### src/rtl/key_label_renderer.sv
// key_label_renderer: three-stage pixel pipeline that overlays the 13 piano-key
// letter sprites. Stage 1 hit-tests the draw position and drives the shared
// sprite ROM address, stage 2 picks the palette index of the matching ROM,
// stage 3 maps it to RGB.
// Optional feature macro: KEY_LABEL_HILITE_EN -- when defined, keys that are
// held or were released within the last HOLD_FRAMES frames render with a
// red-tinted highlight palette; when undefined, every label uses the normal
// palette and key_pressed / frame_start are ignored.
module key_label_renderer (
  input  logic        Clk,
  input  logic        Reset_n,
  input  logic [9:0]  DrawX,
  input  logic [9:0]  DrawY,
  input  logic        blank_n,
  input  logic        frame_start,
  input  logic [12:0] key_pressed,
  output logic [18:0] rom_addr,
  input  logic [51:0] rom_data,
  output logic        label_hit,
  output logic [7:0]  Red,
  output logic [7:0]  Green,
  output logic [7:0]  Blue
);

  localparam int unsigned NUM_KEYS    = 13;
  localparam int unsigned LABEL_W     = 26;
  localparam int unsigned LABEL_H     = 33;
  localparam int unsigned X0          = 48;
  localparam int unsigned PITCH       = 40;
  localparam int unsigned WHITE_Y     = 400;
  localparam int unsigned BLACK_Y     = 340;
  localparam int unsigned HOLD_FRAMES = 8;
  localparam int unsigned COORD_W     = 10;
  localparam int unsigned ADDR_W      = 19;
  localparam int unsigned KEY_W       = 4;
  localparam int unsigned IDX_W       = 4;
  localparam int unsigned HOLD_W      = 4;
  localparam int unsigned COLOR_W     = 8;
  localparam logic [NUM_KEYS-1:0] BLACK_MASK = 13'b0_0101_0100_1010;

  // Stage 1 hit-test results
  logic               hit_c;
  logic [KEY_W-1:0]   key_c;
  logic [ADDR_W-1:0]  addr_c;
  logic [COORD_W-1:0] lx;
  logic [COORD_W-1:0] ly;

  logic               s1_hit;
  logic [KEY_W-1:0]   s1_key;

  // Stage 2 palette index selection
  logic [IDX_W-1:0]   idx_c;
  logic               s2_hit;
  logic [IDX_W-1:0]   s2_idx;

  // Normal palette replicates the nibble into a byte (idx * 0x11)
  logic [COLOR_W-1:0] grey_c;

`ifdef KEY_LABEL_HILITE_EN
  logic [NUM_KEYS-1:0] prev_pressed;
  logic [HOLD_W-1:0]   hold_cnt [NUM_KEYS];
  logic [NUM_KEYS-1:0] highlight_c;
  logic                hl_c;
  logic                s2_hl;
`else
  logic unused_hilite_inputs;
  assign unused_hilite_inputs = ^{key_pressed, frame_start};
`endif

  // Hit test against every label box; scanning high to low lets the lowest key win
  always_comb begin
    hit_c  = 1'b0;
    key_c  = '0;
    addr_c = '0;
    lx     = '0;
    ly     = '0;
    for (int k = NUM_KEYS - 1; k >= 0; k--) begin
      lx = COORD_W'(X0 + 32'(k) * PITCH);
      ly = BLACK_MASK[k] ? COORD_W'(BLACK_Y) : COORD_W'(WHITE_Y);
      if (blank_n &&
          (DrawX >= lx) && (DrawX < lx + COORD_W'(LABEL_W)) &&
          (DrawY >= ly) && (DrawY < ly + COORD_W'(LABEL_H))) begin
        hit_c  = 1'b1;
        key_c  = KEY_W'(k);
        addr_c = ADDR_W'(DrawY - ly) * ADDR_W'(LABEL_W) + ADDR_W'(DrawX - lx);
      end
    end
  end

  // Stage 1 register: ROM address and which key owns the pixel
  always_ff @(posedge Clk or negedge Reset_n) begin
    if (!Reset_n) begin
      s1_hit   <= 1'b0;
      s1_key   <= '0;
      rom_addr <= '0;
    end else begin
      s1_hit   <= hit_c;
      s1_key   <= key_c;
      rom_addr <= addr_c;
    end
  end

  // Pick the nibble of the ROM that belongs to the stage-1 key
  always_comb begin
    idx_c = '0;
    for (int k = 0; k < NUM_KEYS; k++) begin
      if (s1_key == KEY_W'(k)) begin
        idx_c = rom_data[4*k +: 4];
      end
    end
  end

`ifdef KEY_LABEL_HILITE_EN
  // A key is highlighted while held or while its hold counter is still running
  always_comb begin
    for (int k = 0; k < NUM_KEYS; k++) begin
      highlight_c[k] = key_pressed[k] | (hold_cnt[k] != '0);
    end
  end

  // Highlight flag of the stage-1 key
  always_comb begin
    hl_c = 1'b0;
    for (int k = 0; k < NUM_KEYS; k++) begin
      if (s1_key == KEY_W'(k)) begin
        hl_c = highlight_c[k];
      end
    end
  end

  // Press edge reloads the hold counter; released keys count down once per frame
  always_ff @(posedge Clk or negedge Reset_n) begin
    if (!Reset_n) begin
      prev_pressed <= '0;
      for (int k = 0; k < NUM_KEYS; k++) begin
        hold_cnt[k] <= '0;
      end
    end else begin
      prev_pressed <= key_pressed;
      for (int k = 0; k < NUM_KEYS; k++) begin
        if (key_pressed[k] && !prev_pressed[k]) begin
          hold_cnt[k] <= HOLD_W'(HOLD_FRAMES);
        end else if (frame_start && (hold_cnt[k] != '0) && !key_pressed[k]) begin
          hold_cnt[k] <= hold_cnt[k] - HOLD_W'(1);
        end
      end
    end
  end
`endif

  // Stage 2 register: palette index, opacity and highlight
  always_ff @(posedge Clk or negedge Reset_n) begin
    if (!Reset_n) begin
      s2_hit <= 1'b0;
      s2_idx <= '0;
`ifdef KEY_LABEL_HILITE_EN
      s2_hl  <= 1'b0;
`endif
    end else begin
      s2_hit <= s1_hit && (idx_c != '0);
      s2_idx <= idx_c;
`ifdef KEY_LABEL_HILITE_EN
      s2_hl  <= hl_c;
`endif
    end
  end

  assign grey_c = {s2_idx, s2_idx};

  // Stage 3 register: palette to RGB, transparent pixels drive black
  always_ff @(posedge Clk or negedge Reset_n) begin
    if (!Reset_n) begin
      label_hit <= 1'b0;
      Red       <= '0;
      Green     <= '0;
      Blue      <= '0;
    end else if (!s2_hit) begin
      label_hit <= 1'b0;
      Red       <= '0;
      Green     <= '0;
      Blue      <= '0;
    end else begin
      label_hit <= 1'b1;
`ifdef KEY_LABEL_HILITE_EN
      if (s2_hl) begin
        Red   <= 8'hFF;
        Green <= grey_c >> 1;
        Blue  <= grey_c >> 1;
      end else begin
        Red   <= grey_c;
        Green <= grey_c;
        Blue  <= grey_c;
      end
`else
      Red   <= grey_c;
      Green <= grey_c;
      Blue  <= grey_c;
`endif
    end
  end

endmodule

### config.mk
export PLATFORM = sky130hd
export DESIGN_NAME = key_label_renderer
export DESIGN_NICKNAME = d
export VERILOG_FILES = /design/src/rtl/key_label_renderer.sv
export SDC_FILE = /design/constraint.sdc
export NUM_CORES = 1
export LEC_CHECK = 0
export CORE_MARGIN = 3
export CORE_UTILIZATION = 56
export DETAILED_ROUTE_END_ITERATION = 12
export PLACE_DENSITY = 0.81
export REMOVE_ABC_BUFFERS = 1
export SETUP_SLACK_MARGIN = 0.1
export SYNTH_ARGS = -nofsm -noshare
export SYNTH_HDL_FRONTEND = slang
export SYNTH_SLANG_ARGS = --single-unit
### constraint.sdc
create_clock -name Clk -period 2.3 [get_ports Clk]
set_clock_uncertainty 0.05 [all_clocks]
set_input_delay 0.46 -clock Clk [delete_from_list [all_inputs] [get_ports Clk]]
set_output_delay 0.46 -clock Clk [all_outputs]
set_load 0.05 [all_outputs]
==> run_results.csv, run 1 <==
group,metric,value,unit
synth,synth-seq-cells,34,
run_status,outcome,"aborted with a tool error",
floorplanning,ios,133,
synth,yosysWarnings,0,
grt,grt_first_pass_wirelength,230000,um
run_status,error_line,"[ERROR GRT-0116] Global routing finished with congestion. Check the congestion regions in the DRC Viewer.",
cts,cts_sinks,34,
placement,place_congestion,1.24,
synth,avgSynthCellArea,7.38,um2
placement,portBuffers,118,
floorplanning,dieWidth,173,um
placement,dp_hpwl,68200,um
synth,synthArstFlopShare,1.00,
synth,ys.flop_type,"dfrtp_1",
floorplanning,initial_core_util,0.573,
synth,syn_area,15600,um2
grt,grt_use_total,0.966,
grt,grt_max_degree,35,
placement,dp.cells,3322,
floorplanning,row_count,60,
synth,synth_edf_count,0,
grt,grt_pass1_vias,33750,
cts,cts_max_level,2,
synth,ys_seq_area_frac,0.0546,
cts,cts_buffers,5,
floorplanning,die_y,173,um
cts,cts_buffer_depth,2,
grt,overflow,2634,
synth,ys_types,96,
run_status,failed_stage,"5_1_grt",
cts,clockRootBuffer,"clkbuf_16",
synth,synth_cells,2109,
## metrics by stage
stage                     hold WS (ns)  worst slack [ns]  utilization  setup TNS [ns]  area [um2]
after floorplan                  0.114             -3.46            -          -51.81       15200
after global placement           0.364             -4.17        0.842          -68.13       22900
after detailed placement         0.384             -4.59        0.842          -73.74       22900
after CTS                        0.265             -3.06        0.969          -45.50       26300
## cell families after synthesis
group | after synthesis | share of synthesized area
compound gates | 709 | 0.304
xor+xnor | 249 | 0.143
fa+ha+maj | 279 | 0.233
buf+inv | 202 | 0.0552
flops | 34 | 0.0546
mux | 18 | 0.0150
simple gates | 618 | 0.195
## synth_stat cells, types with 12 or more instances
cell type    n  share of area
nand2_1    145          0.035
nor2b_1     36          0.014
nand2b_1    36          0.014
xor2_1      72          0.041
o21a_1      36          0.017
a221oi_1    14         0.0079
or3_1       29          0.012
a211oi_1    21          0.010
nand3_1     40          0.013
o21ai_0    128          0.041
a211o_1     12         0.0068
o211ai_1    27          0.013
o221ai_1    15         0.0084
buf_4       22          0.011
inv_1      121          0.029
fa_1        19          0.024
o21bai_1    20         0.0096
a21oi_1    192          0.062
dfrtp_1     34          0.055
nor3_1      57          0.018
o31ai_1     12         0.0058
o22ai_1     13         0.0052
and3_1      18         0.0072
a31oi_1     41          0.016
a21o_1      48          0.023
clkbuf_1    47          0.011
xnor2_1    174          0.098
ha_1       260           0.21
nor2_1     174          0.042
## repair_timing
action                     in CTS
buffers inserted               99
hold endpoints to repair        0
hold buffers                    0
setup endpoints to repair      25
pin swaps                     240
gates resized for setup       580
## metal layers
layer	global-route usage	overflow
met2	1.32	2131
met4	1.05	465
met3	0.695	13
met5	0.341	1
met1	0.864	24
==> inputs of run 2 (changes only) <==
--- a/config.mk
+++ b/config.mk
@@ -6,11 +6,10 @@
 export NUM_CORES = 1
 export LEC_CHECK = 0
 export CORE_MARGIN = 3
-export CORE_UTILIZATION = 56
+export CORE_UTILIZATION = 40
 export DETAILED_ROUTE_END_ITERATION = 12
-export PLACE_DENSITY = 0.81
+export PLACE_DENSITY_LB_ADDON = 0.15
 export REMOVE_ABC_BUFFERS = 1
-export SETUP_SLACK_MARGIN = 0.1
 export SYNTH_ARGS = -nofsm -noshare
 export SYNTH_HDL_FRONTEND = slang
 export SYNTH_SLANG_ARGS = --single-unit
==> constraint.sdc (replaced) <==
create_clock -name Clk -period 3 [get_ports Clk]
set_clock_uncertainty 0.05 [all_clocks]
set_input_delay 0.6 -clock Clk [delete_from_list [all_inputs] [get_ports Clk]]
set_output_delay 0.6 -clock Clk [all_outputs]
set_load 0.05 [all_outputs]
==> run_results.csv, run 2 <==
group,metric,value,unit
run_status,outcome,"finished, violations left",
run_status,violations,"setup timing",
floorplanning,die_area,41300,um2
sta,slew_viol_final,0,
setup_path,cp_num_buf_inv,9,
synth,synth_common_cells,"260 x ha_1, 192 x a21oi_1, 174 x nor2_1, 174 x xnor2_1, 145 x nand2_1",
synth,yosysTopAreaCell,"ha_1",
min_path,hp-class,"in2async",
setup_path,worstPathRequired,3.14,ns
setup_path,cpPeakStageDelay,0.65,ns
placement,place_congestion,1.09,
synth,synth_top_area_frac,0.209,
sta,max_freq,171,MHz
setup_path,slowest_stage,"fa_1",
layout,multi_input_area,17100,um2
synth,synth_edf_count,0,
sta,period_needed,5.85,ns
layout,diodes,0,
routing,ant_nets,0,
sta,grt_setup_unrepaired,"true",
layout,drive_gt1_frac,0.480,
cts,cts_tree,"done",
synth,avgSynthCellArea,7.38,um2
synth,synth-seq-cells,34,
sta,finalHoldViolations,0,
sta,slew_headroom,0.243,
pwr,ir_drop,1.20,mV
floorplanning,core_area,38000,um2
setup_path,cp_common_cell,"buf_4",
routing,drt_wl_total,87600,um
flow_run,maxCapViolCount,0,
placement,portBuffers,118,
placement,dp_hpwl,66900,um
layout,design_area,28400,um2
cts,cts_max_level,2,
grt,overflow,0,
synth,synthArstFlopShare,1.00,
routing,drc,0,
layout,regArea,851,um2
setup_path,critical_path_class,"in2reg",
synth,yosysWarnings,0,
pwr,p_total,29.9,mW
layout,final_cell_mix,"878 x buf_4, 174 x ha_1, 144 x nor2_1",
sta,holdWs,0.366,ns
layout,regMostFlops,"rom_addr",
setup_path,end_kind,"flop",
grt,grt_pass1_vias,22059,
floorplanning,initial_core_util,0.410,
cts,clockRootBuffer,"clkbuf_16",
routing,drtPass1Iterations,7,
layout,nets,3511,
layout,n_fill_cell,2782,
setup_path,crit_path_start_kind,"input port",
routing,detail_route.wl_per_cell,24.0,um
cts,hold_buffers,0,
sta,setup_viol_count_final,21,
synth,ys.flop_type,"dfrtp_1",
synth,syn_area,15600,um2
synth,ys_types,96,
setup_path,arrival,6.00,ns
synth,yosysMostFrequentCell,"ha_1",
layout,areaGrowthSynthToFinish,82.5,%
floorplanning,die_y,203,um
sta,fin_setup_tns,-33.91,ns
pwr,leakagePower,13.1,nW
cts,clk_latency,0.30,ns
setup_path,worstPathMaxFanout,6,
grt,grt_use_total,0.394,
floorplanning,dieWidth,203,um
layout,mostFrequentLayoutCell,"buf_4",
routing,vias,21722,
floorplanning,row_count,71,
cts,cts_sinks,34,
synth,synthTopCellsByArea,"ha_1 21%, xnor2_1 9.8%, a21oi_1 6.2%",
floorplanning,ios,133,
pwr,power.density,1050,nW/um2
sta,worst_pin_slew,1.11,ns
cts,cts_buffer_depth,2,
grt,grt_antenna_before_repair,1,
routing,via_per_inst,5.94,
cts,cts_buffers,5,
grt,grt_max_degree,35,
placement,postPlaceCellArea,23500,um2
routing,drtIter0Drc,2076,
synth,synth_cells,2109,
grt,grt_first_pass_wirelength,127000,um
sta,post-route-worst-setup-slack,-2.85,ns
setup_path,cp_top_family,"compound AO/OA/AOI/OAI gates",
layout,largest_reg_flops,19,
cts,path_clk_slew,0.07,ns
sta,period_share,1.95,
synth,ys_seq_area_frac,0.0546,
run 2: layer usage:
metal	global-route usage	up-vias	routed length, um
li1	-	9854	-
met1	0.475	10373	33800
met2	0.663	1129	40000
met3	0.0611	364	7010
met4	0.235	2	6810
met5	0	-	25
run 2: repair_timing:
item / in CTS / in global routing
gates resized for setup: 557 / 265
pin swaps: 187 / 227
buffers inserted: 101 / 49
endpoints found under the setup margin: 24 / 24
run 2: power by group:
| part | total [mW] | internal, mW | switching, mW |
|---|---|---|---|
| Sequential | 0.498 | 0.483 | 0.0149 |
| Combinational | 28.8 | 14.5 | 14.3 |
| Clock | 0.636 | 0.393 | 0.244 |
| Total | 29.9 | 15.3 | 14.6 |
run 2: stage by stage:
step / setup WS [ns] / instances / util
6_report: -2.85 / 3655 / 0.747
2_1_floorplan: -2.90 / 2031 / -
3_3_place_gp: -3.90 / 3515 / 0.619
5_1_grt: -2.99 / 3655 / 0.747
4_1_cts: -2.49 / 3620 / 0.705
3_5_place_dp: -3.99 / 3515 / 0.619
run 2: area by class of cell:
class / count / area share
tap: 511 / 0.0225
multi-input combinational: 1873 / 0.602
inverter: 124 / 0.0179
sequential: 34 / 0.0299
clock inverter: 3 / 0.00158
timing repair buffer: 1105 / 0.321
clock buffer: 5 / 0.00440
run 2: cell families (layout without fill, tap and decap cells):
kind of cell    after synthesis  after routing  synth area share
compound gates              709            709             0.304
simple gates                618            618             0.195
fa+ha+maj                   279            279             0.233
xor+xnor                    249            249             0.143
buf+inv                     202           1237            0.0552
flops                        34             34            0.0546
mux                          18             18            0.0150
run 2: path summary, 6_finish.rpt:
| path | start | to | slack [ns] | cells past startpoint |
|---|---|---|---|---|
| worst max-delay path | DrawY[4] | rom_addr[18]$_DFF_PN0_ | -2.85 | 30 |
| worst min register to register | s2_hit$_DFF_PN0_ | label_hit$_DFF_PN0_ | 0.39 | 0 |
| worst min-delay path | Reset_n | rom_addr[11]$_DFF_PN0_ | 0.37 | 1 |
| worst max register to register | s1_key[1]$_DFF_PN0_ | s2_hit$_DFF_PN0_ | 0.61 | 8 |
| max in group asynchronous | Reset_n | rom_addr[13]$_DFF_PN0_ | 2.00 | 1 |
| min in group Clk | s2_hit$_DFF_PN0_ | label_hit$_DFF_PN0_ | 0.39 | 0 |
Note: power is estimated with default switching activity, not from simulation.
==> inputs of run 3 (changes only) <==
--- a/config.mk
+++ b/config.mk
@@ -7,8 +7,10 @@
 export LEC_CHECK = 0
 export CORE_MARGIN = 3
 export CORE_UTILIZATION = 40
+export CTS_CLUSTER_SIZE = 16
 export DETAILED_ROUTE_END_ITERATION = 12
 export PLACE_DENSITY_LB_ADDON = 0.15
+export RECOVER_POWER = 25
 export REMOVE_ABC_BUFFERS = 1
 export SYNTH_ARGS = -nofsm -noshare
 export SYNTH_HDL_FRONTEND = slang
==> run_results.csv, run 3 (same netlist as run 2, synthesis figures left out) <==
group,metric,value,unit
sta,post-route-worst-setup-slack,-2.85,ns
routing,vias,21743,
cts,cts_buffer_depth,2,
setup_path,arrival,6.00,ns
floorplanning,die_area,41300,um2
sta,period_needed,5.85,ns
sta,grt_setup_unrepaired,"true",
setup_path,rr_worst_depth,8,
grt,grt_use_total,0.394,
layout,n_fill_cell,2781,
layout,drive_gt1_frac,0.480,
cts,cts_max_level,2,
placement,postPlaceCellArea,23500,um2
sta,setup_viol_count_final,21,
setup_path,slowest_stage,"fa_1",
layout,regArea,851,um2
routing,ant_nets,0,
placement,place_congestion,1.09,
placement,dp.cells,3515,
routing,detail_route.wl_per_cell,24.0,um
placement,dp_hpwl,66900,um
grt,grt_first_pass_wirelength,127000,um
sta,finalHoldViolations,0,
floorplanning,ios,133,
min_path,hp-class,"reg2reg",
cts,clockRootBuffer,"clkbuf_16",
layout,final_core_util,0.747,
floorplanning,dieWidth,203,um
cts,cts_sinks,34,
setup_path,critical_path_class,"in2reg",
layout,fin_cells,3655,
floorplanning,initial_core_util,0.410,
sta,max_freq,171,MHz
placement,portBuffers,118,
grt,grt_pass1_vias,22059,
layout,multi_input_area,17100,um2
grt,grt_max_degree,35,
layout,diodes,0,
sta,worst_pin_slew,2.06,ns
routing,drc,0,
sta,fin_setup_tns,-34.00,ns
routing,drt_wl_total,87700,um
layout,nets,3511,
setup_path,r2r-start,"s1_key[1]$_DFF_PN0_",
run_status,violations,"capacitance limit, slew limit, setup timing",
setup_path,critPathLaunch,"DrawY[4]",
grt,grt_antenna_before_repair,1,
routing,wl_met1,33700,um
layout,final_cell_mix,"878 x buf_4, 174 x ha_1, 144 x nor2_1",
sta,slew_viol_final,35,
setup_path,end_kind,"flop",
min_path,hp-start,"s2_hit$_DFF_PN0_",
layout,design_area,28400,um2
setup_path,worstPathMaxFanout,6,
floorplanning,core_area,38000,um2
routing,met3_wirelength,7140,um
setup_path,cpPeakStageDelay,0.65,ns
pwr,leakagePower,13.1,nW
layout,largest_reg_flops,19,
run_status,outcome,"finished, violations left",
setup_path,crit_path_start_kind,"input port",
sta,period_share,1.95,
floorplanning,row_count,71,
routing,via_per_inst,5.95,
pwr,power.density,1050,nW/um2
routing,drtIter0Drc,2079,
routing,drtPass1Iterations,8,
cts,path_clk_slew,0.07,ns
routing,met2_length,40000,um
sta,slew_headroom,-0.371,
cts,cts_tree,"done",
min_path,holdPathStages,0,
cts,clk_latency,0.30,ns
routing,top_layer,"met5",
setup_path,cp_common_cell,"buf_4",
pwr,ir_drop,1.21,mV
flow_run,maxCapViolCount,1,
placement,dp_slack,-3.99,ns
layout,mostFrequentLayoutCell,"buf_4",
pwr,p_total,29.9,mW
sta,holdWs,0.395,ns
layout,regMostFlops,"rom_addr",
cts,cts_buffers,5,
layout,areaGrowthSynthToFinish,82.5,%
grt,overflow,0,
floorplanning,die_y,203,um
setup_path,worstPathRequired,3.14,ns
-- run 3: worst max-delay path: cells and delay by family --
family / cells / cell delay, ns
AOI/OAI and AO/OA: 13 / 2.19
and+or+nand+nor: 3 / 0.68
xor gates and xnor gates: 2 / 0.28
adders and majority gates: 3 / 1.07
buffers and inverters: 9 / 1.14
-- run 3: area by class of cell --
class	instances	area share
flip-flops and latches	34	0.0299
clock inverters	3	0.00159
inverters	124	0.0179
multi-input cells	1873	0.602
repair buffers	1105	0.321
well taps	511	0.0225
clock buffers	5	0.00440
-- run 3: timing repair --
item	CTS	global route
cloned	0	0
hold buffers	0	0
endpoints found under the setup margin	24	24
setup buffers	101	49
pin swaps	187	227
gates resized for setup	557	265
-- run 3: per-layer routing --
| layer | up-vias | track usage |
|---|---|---|
| li1 | 9851 | - |
| met3 | 379 | 0.0611 |
| met2 | 1130 | 0.663 |
| met4 | 2 | 0.235 |
| met1 | 10381 | 0.475 |
| met5 | - | 0 |
-- run 3: power breakdown --
group          leakage, nW  internal (mW)  switching [mW]
combinational         12.6           14.5            14.3
sequential           0.462          0.483          0.0149
clock               0.0760          0.392           0.242
total                 13.1           15.3            14.6
-- run 3: final timing paths --
path	to	slack, ns
worst min register to register	label_hit$_DFF_PN0_	0.39
max in group asynchronous	rom_addr[13]$_DFF_PN0_	0.88
worst min-delay path	label_hit$_DFF_PN0_	0.39
worst max-delay path	rom_addr[18]$_DFF_PN0_	-2.85
worst max register to register	s2_hit$_DFF_PN0_	0.60
min in group asynchronous	rom_addr[11]$_DFF_PN0_	0.84
